File: src/rtl/regport_pkg.sv
// Shared constants and types for the register-file read-port arbiter.
package regport_pkg;

  localparam int unsigned NUM_REGS     = 32;
  localparam int unsigned ZERO_REG_IDX = 31;

  typedef logic [4:0]  reg_idx_t;
  typedef logic [63:0] reg_word_t;

  typedef enum logic {
    ST_IDLE = 1'b0,
    ST_BUSY = 1'b1
  } arb_state_e;

endpackage

File: src/rtl/regport_arbiter_rr_pick.sv
// Rotate-priority picker: first set request at or after ptr_i, wrapping modulo N.
module rr_pick #(
  parameter int unsigned N     = 4,
  parameter int unsigned IDX_W = (N > 1) ? $clog2(N) : 1
) (
  input  logic [N-1:0]     req_i,
  input  logic [IDX_W-1:0] ptr_i,
  output logic [N-1:0]     gnt_o,
  output logic [IDX_W-1:0] idx_o
);

  logic found;

  always_comb begin
    gnt_o = '0;
    idx_o = '0;
    found = 1'b0;
    for (int unsigned i = 0; i < N; i++) begin
      logic [IDX_W-1:0] cand;
      cand = IDX_W'((32'(ptr_i) + i) % N);
      if (!found && req_i[cand]) begin
        gnt_o[cand] = 1'b1;
        idx_o       = cand;
        found       = 1'b1;
      end
    end
  end

endmodule

File: src/rtl/regport_arbiter.sv
// Round-robin arbiter sharing one register-file read port between NUM_REQ
// requesters; read data returns one cycle after the grant on a valid/ready channel.
module regport_arbiter
  import regport_pkg::*;
#(
  parameter int unsigned NUM_REQ  = 4,
  parameter int unsigned ADDR_W   = 5,
  parameter int unsigned DATA_W   = 64,
  parameter bit          ZERO_REG = 1'b1
) (
  input  logic                      clk,
  input  logic                      reset,
  input  logic [NUM_REQ-1:0]        req_valid,
  input  logic [NUM_REQ*ADDR_W-1:0] req_addr,
  output logic [NUM_REQ-1:0]        req_ready,
  output logic [ADDR_W-1:0]         rd_sel,
  input  logic [DATA_W-1:0]         rd_data,
  output logic [NUM_REQ-1:0]        resp_valid,
  output logic [DATA_W-1:0]         resp_data,
  input  logic [NUM_REQ-1:0]        resp_ready
);

  localparam int unsigned PTR_W = (NUM_REQ > 1) ? $clog2(NUM_REQ) : 1;

  arb_state_e          state_q, state_d;
  logic [NUM_REQ-1:0]  owner_q, owner_d;
  logic [PTR_W-1:0]    rr_ptr_q, rr_ptr_d;
  logic [DATA_W-1:0]   resp_data_q, resp_data_d;
  logic [ADDR_W-1:0]   rd_sel_q, rd_sel_d;

  logic                owner_ack;
  logic                can_grant;
  logic [NUM_REQ-1:0]  pick_req;
  logic [NUM_REQ-1:0]  gnt_oh;
  logic [PTR_W-1:0]    gnt_idx;
  logic                gnt_any;
  logic [ADDR_W-1:0]   gnt_addr;

  // Reset suppresses grants so nothing is handshaken in a reset cycle.
  assign owner_ack = |(resp_ready & owner_q);
  assign can_grant = !reset && ((state_q == ST_IDLE) || owner_ack);
  assign pick_req  = can_grant ? req_valid : '0;
  assign gnt_any   = |gnt_oh;

  rr_pick #(
    .N     (NUM_REQ),
    .IDX_W (PTR_W)
  ) u_pick (
    .req_i (pick_req),
    .ptr_i (rr_ptr_q),
    .gnt_o (gnt_oh),
    .idx_o (gnt_idx)
  );

  always_comb begin
    gnt_addr = '0;
    for (int unsigned k = 0; k < NUM_REQ; k++) begin
      if (gnt_oh[k]) gnt_addr = req_addr[k*ADDR_W +: ADDR_W];
    end
  end

  always_ff @(posedge clk) begin
    if (reset) state_q <= ST_IDLE;
    else       state_q <= state_d;
  end

  always_comb begin
    state_d = state_q;
    case (state_q)
      ST_IDLE: if (gnt_any) state_d = ST_BUSY;
      ST_BUSY: if (!gnt_any && owner_ack) state_d = ST_IDLE;
      default: state_d = ST_IDLE;
    endcase
  end

  always_comb begin
    req_ready   = gnt_oh;
    rd_sel      = gnt_any ? gnt_addr : rd_sel_q;
    resp_valid  = (state_q == ST_BUSY) ? owner_q : '0;
    resp_data   = resp_data_q;
    owner_d     = owner_q;
    rr_ptr_d    = rr_ptr_q;
    resp_data_d = resp_data_q;
    rd_sel_d    = rd_sel_q;
    if (gnt_any) begin
      owner_d     = gnt_oh;
      rr_ptr_d    = (gnt_idx == PTR_W'(NUM_REQ - 1)) ? '0 : gnt_idx + PTR_W'(1);
      resp_data_d = (ZERO_REG && (gnt_addr == ADDR_W'(ZERO_REG_IDX))) ? '0 : rd_data;
      rd_sel_d    = gnt_addr;
    end
  end

  always_ff @(posedge clk) begin
    if (reset) begin
      owner_q     <= '0;
      rr_ptr_q    <= '0;
      resp_data_q <= '0;
      rd_sel_q    <= '0;
    end else begin
      owner_q     <= owner_d;
      rr_ptr_q    <= rr_ptr_d;
      resp_data_q <= resp_data_d;
      rd_sel_q    <= rd_sel_d;
    end
  end

endmodule

File: config.mk
export PLATFORM = sky130hd
export DESIGN_NAME = regport_arbiter
export DESIGN_NICKNAME = d
export VERILOG_FILES = /design/src/rtl/regport_pkg.sv /design/src/rtl/regport_arbiter_rr_pick.sv /design/src/rtl/regport_arbiter.sv
export SDC_FILE = /design/constraint.sdc
export NUM_CORES = 1
export LEC_CHECK = 0
export CAP_MARGIN = 20
export CORE_MARGIN = 8
export CORE_UTILIZATION = 30
export CTS_BUF_LIST = sky130_fd_sc_hd__clkbuf_16
export DETAILED_ROUTE_END_ITERATION = 10
export DONT_BUFFER_PORTS = 1
export PLACE_DENSITY = 0.46
export SYNTH_ARGS = -nofsm -noshare
export SYNTH_HDL_FRONTEND = slang
export SYNTH_HIERARCHICAL = 1
export SYNTH_SLANG_ARGS = --single-unit
File: constraint.sdc
create_clock -name clk -period 4.5 [get_ports clk]
set_clock_uncertainty 0.15 [all_clocks]
set_input_delay 0.675 -clock clk [delete_from_list [all_inputs] [get_ports clk]]
set_output_delay 0.675 -clock clk [all_outputs]
set_load 0.005 [all_outputs]
# Word-level counts from Yosys, hierarchy flattened
# Index checks and enable logic that the tools add are counted.
[totals]
register_bits = 76
latch_bits = 0
ramBits = 0
romBits = 0
in_bits = 94
wordCells = 80
memories = 0
[op_classes]
n_addsub = 4
multipliers = 0
n_div = 0
order_cmp = 8
eq_ne = 2
shift = 0
mux = 39
bitwise_logic = 5
reduce_logical = 17
[ops]
columns = ["op", "count"]
rows = [
  ["two-way mux 64 bit", 1],
  ["two-way mux 5 bit", 5],
  ["two-way mux 4 bit", 6],
  ["two-way mux 1 bit", 13],
  ["< comparator 2 x 3 -> 1 bit, second input constant", 4],
  ["OR 4 bit", 3],
  ["two-way mux 2 bit", 5],
  ["logical AND 1 bit", 9],
  ["binary-select mux 1 bit (select 2 bit)", 4],
  ["demux 1 bit (select 2 bit)", 4],
  ["greater-or-equal comparator 2 x 1 -> 1 bit, second input constant", 4],
  ["OR reduction 4 bit", 2],
  ["equality test 5 bit, second input constant", 1],
  ["logical NOT 1 bit", 5],
  ["adder 2 x 1 -> 2 bit, second input constant", 2],
  ["adder 2 bit, second input constant", 2],
  ["bitwise AND 4 bit", 1],
  ["equality test 2 bit, second input constant", 1],
  ["case mux 1 bit (2 select lines)", 1],
  ["logical OR 1 bit", 1],
  ["NOT 1 bit", 1],
]

# Longest topological paths before layout
[depth]
word_depth = 23
mapped_depth = 15
depth_no_buf = 12

# By module
# The synthesis kept the hierarchy.
[by_module_without_submodules]
columns = ["module", "instances", "cells_per_inst", "area_per_inst_um2"]
rows = [
  ["regport_arbiter", 1, 361, 3235.6],
  ["rr_pick", 1, 48, 439.2],
]

# Least setup slack after synthesis
# Ideal clock, no wire load.
[synth_timing]
path_kind = "input to output"
from = "in resp_ready[1]"
to = "out rd_sel[0]"
arrival_time_ns = 3.508
required_time_ns = 3.675
setup_slack_ns = 0.167
path_stages = 12
path_buffers = 3
cell_sequence = "a222oi_1 -> a31oi_1 -> and2_1 -> mux4_2 -> buf_2 -> a221oi_1 -> o2bb2ai_1 -> buf_4 -> nor4_2 -> clkbuf_1 -> nand2_1 -> nand2_1"
[synth_via]
elab_cells_between_ends = 35
[synth_rtl]
columns = ["item", "line_no", "rtl"]
rows = [
  ["start: declaration", "regport_arbiter.sv:20", "input logic [NUM_REQ-1:0] resp_ready"],
  ["bitwise AND 4 bit (*)", "regport_arbiter.sv:40", "assign owner_ack = |(resp_ready & owner_q);"],
  ["OR reduction 4 bit (*)", "regport_arbiter.sv:40", ""],
  ["logical OR 1 bit (*)", "regport_arbiter.sv:41", "assign can_grant = !reset && ((state_q == ST_IDLE) || owner_ack);"],
  ["logical AND 1 bit (*)", "regport_arbiter.sv:41", ""],
  ["two-way mux 4 bit (*)", "regport_arbiter.sv:42", "assign pick_req = can_grant ? req_valid : '0;"],
  ["via pick_req[3]", "regport_arbiter.sv:33", "logic [NUM_REQ-1:0] pick_req;"],
  ["binary-select mux 1 bit (select 2 bit)", "regport_arbiter_rr_pick.sv:21", "if (!found && req_i[cand]) begin"],
  ["two-way mux 1 bit (implied by the code)", "regport_arbiter_rr_pick.sv:21", ""],
  ["[... 5 more ...]", "--", ""],
  ["logical AND 1 bit", "regport_arbiter_rr_pick.sv:21", ""],
  ["two-way mux 1 bit", "regport_arbiter_rr_pick.sv:21", ""],
  ["logical NOT 1 bit", "regport_arbiter_rr_pick.sv:21", ""],
  ["logical AND 1 bit", "regport_arbiter_rr_pick.sv:21", ""],
  ["two-way mux 4 bit (*)", "regport_arbiter_rr_pick.sv:21", ""],
  ["via req_ready[1]", "regport_arbiter.sv:15", "output logic [NUM_REQ-1:0] req_ready,"],
  ["two-way mux 5 bit (3 in a row)", "regport_arbiter.sv:58", "if (gnt_oh[k]) gnt_addr = req_addr[k*ADDR_W +: ADDR_W];"],
  ["two-way mux 5 bit (*)", "--", ""],
  ["end: declaration", "regport_arbiter.sv:16", "output logic [ADDR_W-1:0] rd_sel,"],
]
# The timed path passes the listed nets; every way through them passes the cells marked *. The select of a mux whose other input is x is not followed.

# Final worst setup path
[layout_timing]
from = "reg owner_q[1]"
to = "out rd_sel[3]"
[layout_via]
elab_chain_len = 22
elab_cells_between_ends = 35
[layout_lines]
columns = ["item", "line_no", "rtl"]
rows = [
  ["start: declaration", "regport_arbiter.sv:26", "logic [NUM_REQ-1:0] owner_q, owner_d;"],
  ["start signal: assignment", "regport_arbiter.sv:100", "owner_q <= owner_d;"],
  ["bitwise AND 4 bit (*)", "regport_arbiter.sv:40", ""],
  ["OR reduction 4 bit (*)", "regport_arbiter.sv:40", ""],
  ["logical OR 1 bit (*)", "regport_arbiter.sv:41", ""],
  ["logical AND 1 bit (*)", "regport_arbiter.sv:41", ""],
  ["two-way mux 4 bit (*)", "regport_arbiter.sv:42", ""],
  ["via pick_req[2]", "regport_arbiter.sv:33", ""],
  ["binary-select mux 1 bit (select 2 bit)", "regport_arbiter_rr_pick.sv:21", ""],
  ["two-way mux 1 bit (implied by the code)", "regport_arbiter_rr_pick.sv:21", ""],
  ["[... 4 more ...]", "--", ""],
  ["logical NOT 1 bit", "regport_arbiter_rr_pick.sv:21", ""],
  ["logical AND 1 bit", "regport_arbiter_rr_pick.sv:21", ""],
  ["two-way mux 1 bit", "regport_arbiter_rr_pick.sv:21", ""],
  ["logical NOT 1 bit", "regport_arbiter_rr_pick.sv:21", ""],
  ["logical AND 1 bit", "regport_arbiter_rr_pick.sv:21", ""],
  ["two-way mux 4 bit (*)", "regport_arbiter_rr_pick.sv:21", ""],
  ["two-way mux 5 bit (4 in a row)", "regport_arbiter.sv:58", ""],
  ["two-way mux 5 bit (*)", "--", ""],
]
# Marks and branches as above.

==> run_results.csv <==
group,metric,value,unit
critical_path,crit_buf_inv,2,
critical_path,path_max_fanout,14,
drt,final_antenna_net_count,0,
power,p_sw,1.92,mW
place,place.gp.congestion,0.756,
floorplan,initial_core_util,0.307,
final_layout,antenna_cells,0,
critical_path,reg2reg_depth,13,
critical_path,end_kind,"output port",
timing,setup_viol,0,
critical_path,cp_slowest_cell,"mux4_2",
synth,ys_types,42,
clocking,htreeDepth,3,
synth,postSynthAreaPerCell,8.98,sq um
synth,synthesis.nets,509,
place,port_buffers,0,
timing,drv_slew,0,
floorplan,die_area,0.0160,sq mm
clocking,cts_tree,"yes",
timing,hold_ws,265,ps
outcome,outcome,"complete, no violations",
timing,hold_viol,0,
clocking,clock_path_buffers,2,
synth,synth_seq_area_share,0.414,
power,clock_power_share,0.166,
power,seq_power_share,0.287,
worst_hold_path,holdPathStages,1,
place,dpl_cell_area,0.00390,sq mm
power,vdd_drop_max,0.326,mV
grt,antenna_found_initial,0,
grt,first_global_vias,2902,
power,power_leakage,1.54,nW
floorplan,die_h,127,microns
place,dp_hpwl,7750,microns
timing,relSlewSlack,0.528,
final_layout,multi_input_area,0.00201,sq mm
final_layout,layout.area.seq,0.00152,sq mm
drt,drt-initial-drc-count,201,
critical_path,startpoint_type,"flop",
grt,grt_max_degree,65,
synth,synth_warnings,6,
critical_path,path_depth,12,
final_layout,fin_area,0.00425,sq mm
drt,viasPerCell,5.46,
timing,worstMarginPinSlew,708,ps
drt,drc,0,
timing,max_freq,232,MHz
power,powerDensity,1020,mW/mm^2
timing,timing.final.ws_setup,197,ps
critical_path,path_class,"flop to output port",
final_layout,fin_nets,510,
timing,fin_setup_tns,0,ps
place,post-place-ws,28.8,ps
final_layout,nFillCells,1235,
worst_hold_path,hold_path_class,"input pin to flop",
grt,grt_pass1_wl,16400,microns
grt,grtUsageTotal,0.128,
critical_path,max_stage_delay,510,ps
run,cap_viol_max_count,0,
synth,synth_edf_count,0,
timing,layout_min_cycle_time,4300,ps
final_layout,drive_gt1_frac,0.200,
floorplan,coreArea,0.0120,sq mm
critical_path,worstPathArrival,3480,ps
drt,drt_pass1_iterations,7,
synth,async_reset_ff_frac,0,
power,p_int,2.42,mW
critical_path,crit_top_cell,"nand2_1",
synth,ys_ff_latch,76,
grt,overflow,0,
synth,syn_area,0.00367,sq mm
clocking,clockRootBuffer,"clkbuf_16",
clocking,clk_pin_slew_worst_paths,60,ps
drt,via_count,3071,
power,comb_power_share,0.547,
clocking,clock-sinks,76,
critical_path,cp.required,3670,ps
power,sw_frac_of_total,0.442,
floorplan,ioPinCount,171,
critical_path,worstPathCellList,"a222oi_1, a31oi_1, and2_2, mux4_2, nor2b_4, a221oi_1, o2bb2ai_1, buf_4, nor4_2, buf_6, nand2_1, nand2_1",
drt,drt_wl_total,10800,microns
critical_path,cp_top_family,"compound AO/OA/AOI/OAI gates",
final_layout,syn2layout_area_growth,15.6,%
floorplan,die_w,127,microns
synth,yosys_most_used_dff,"dfxtp_1",
drt,wl_per_cell,19.2,microns
clocking,postCtsHoldBufs,0,
synth,postSynthCellCount,409,
clocking,clock_latency,330,ps
floorplan,rows,40,
timing,timing.final.crit_share,0.956,
clocking,cts_made_buffers,9,
[worst reg2reg max path: stages (launching register included)]
cell and delay (ps):
dfxtp_1 340, a222oi_1 400, a31oi_1 190, and2_2 270
mux4_2 600, buf_4 200, nor3_4 250, o2bb2ai_1 190
nor2b_4 230, a221o_1 170, o221ai_2 130, nor4_4 350
buf_12 300, o21ai_0 230
[what timing repair did]
| action | CTS | global route |
|---|---|---|
| gates resized for setup | 0 | 11 |
| buffers inserted | 0 | 1 |
| endpoints found under the setup margin | 0 | 5 |
[sequential cells by signal, indices dropped and copies added, names as in the netlist]
name       count
rd_sel_q       5
rr_ptr_q       2
resp_data     64
state_q        1
owner_q        4
[cell usage after synthesis, drive strengths merged (5+ instances only)]
cell type | count | area, sq um
o21ai | 65 | 400
a221oi | 5 | 50.0
and2 | 8 | 50.1
nand2 | 81 | 304
nor2 | 10 | 37.5
clkbuf | 10 | 37.5
o2bb2ai | 5 | 43.8
ha | 6 | 75.1
a221o | 5 | 50.1
nor2b | 7 | 58.8
buf | 22 | 156
a21oi | 11 | 55.1
dfxtp | 76 | 1520
a22oi | 64 | 480
[logic make-up after synthesis]
family                   share of synthesized area
AO/OA/AOI/OAI                                0.323
adder cells (fa/ha/maj)                     0.0204
buffers and inverters                       0.0569
flip-flops                                   0.414
multiplexers                                0.0330
AND/OR/NAND/NOR                              0.152
[metrics by stage]
step / total power [mW] / cells / util
finish: 4.35 / 562 / 0.355
global route: 4.73 / 562 / 0.355
CTS: 4.36 / 561 / 0.350
detailed placement: 3.63 / 545 / 0.326
global placement: 3.58 / 545 / 0.326
floorplan: 2.96 / 409 / -
[per-layer routing]
layer  vias up  part of all wire  track usage
met4         0             0.016       0.0490
met2       115              0.45        0.192
met5         -                 0            0
li1       1510                 -            -
met3        11              0.11       0.0624
met1      1435              0.42        0.155
[area by class of cell]
class,count,share of cell area
timing repair buffer,22,0.0516
clock inverter,7,0.0159
multi-input combinational,297,0.474
clock buffer,9,0.0530
inverter,4,0.00354
sequential,76,0.358
tap,147,0.0433
[power groups by stage]
stage | sequential [mW] | clock, mW | combinational (mW)
floorplan | 1.18 | 0 | 1.78
global placement | 1.27 | 0 | 2.30
detailed placement | 1.27 | 0 | 2.36
CTS | 1.26 | 0.744 | 2.36
global route | 1.29 | 0.778 | 2.67
finish | 1.25 | 0.720 | 2.38
[path summary, 6_finish.rpt]
check | startpoint | endpoint | slack [ps]
worst max-delay path | owner_q[1]$_SDFFE_PP0P_ | rd_sel[3] | 200
worst min-delay path | reset | rd_sel_q[3]$_SDFF_PP0_ | 270
worst max register to register | owner_q[1]$_SDFFE_PP0P_ | resp_data[38]$_SDFFE_PP0P_ | 400
worst min register to register | rd_sel_q[3]$_SDFF_PP0_ | rd_sel_q[3]$_SDFF_PP0_ | 310
[cells in the final DEF, fill, tap and decap left out, drive strengths merged]
cell type and n:
o22a 1, inv 6, a21oi 11, clkbuf 9
nor2b 7, a221oi 5, nand2 81, o31ai 1
a21boi 1, nand3b 1, a211oi 1, a222oi 1
clkinvlp 1, or2 1, mux4 4, clkinv 3
nor4 2, o2bb2ai 5, buf 22, nor3 4
mux2 1, o21ai 65, o221ai 4, a31oi 1
dfxtp 76, bufinv 1, nand3 2, ha 6
and2 8, nand2b 2, o211ai 1, a221o 5
nor2 10, mux2i 2, a22oi 64
No activity file was read; power rests on OpenSTA's default activity.
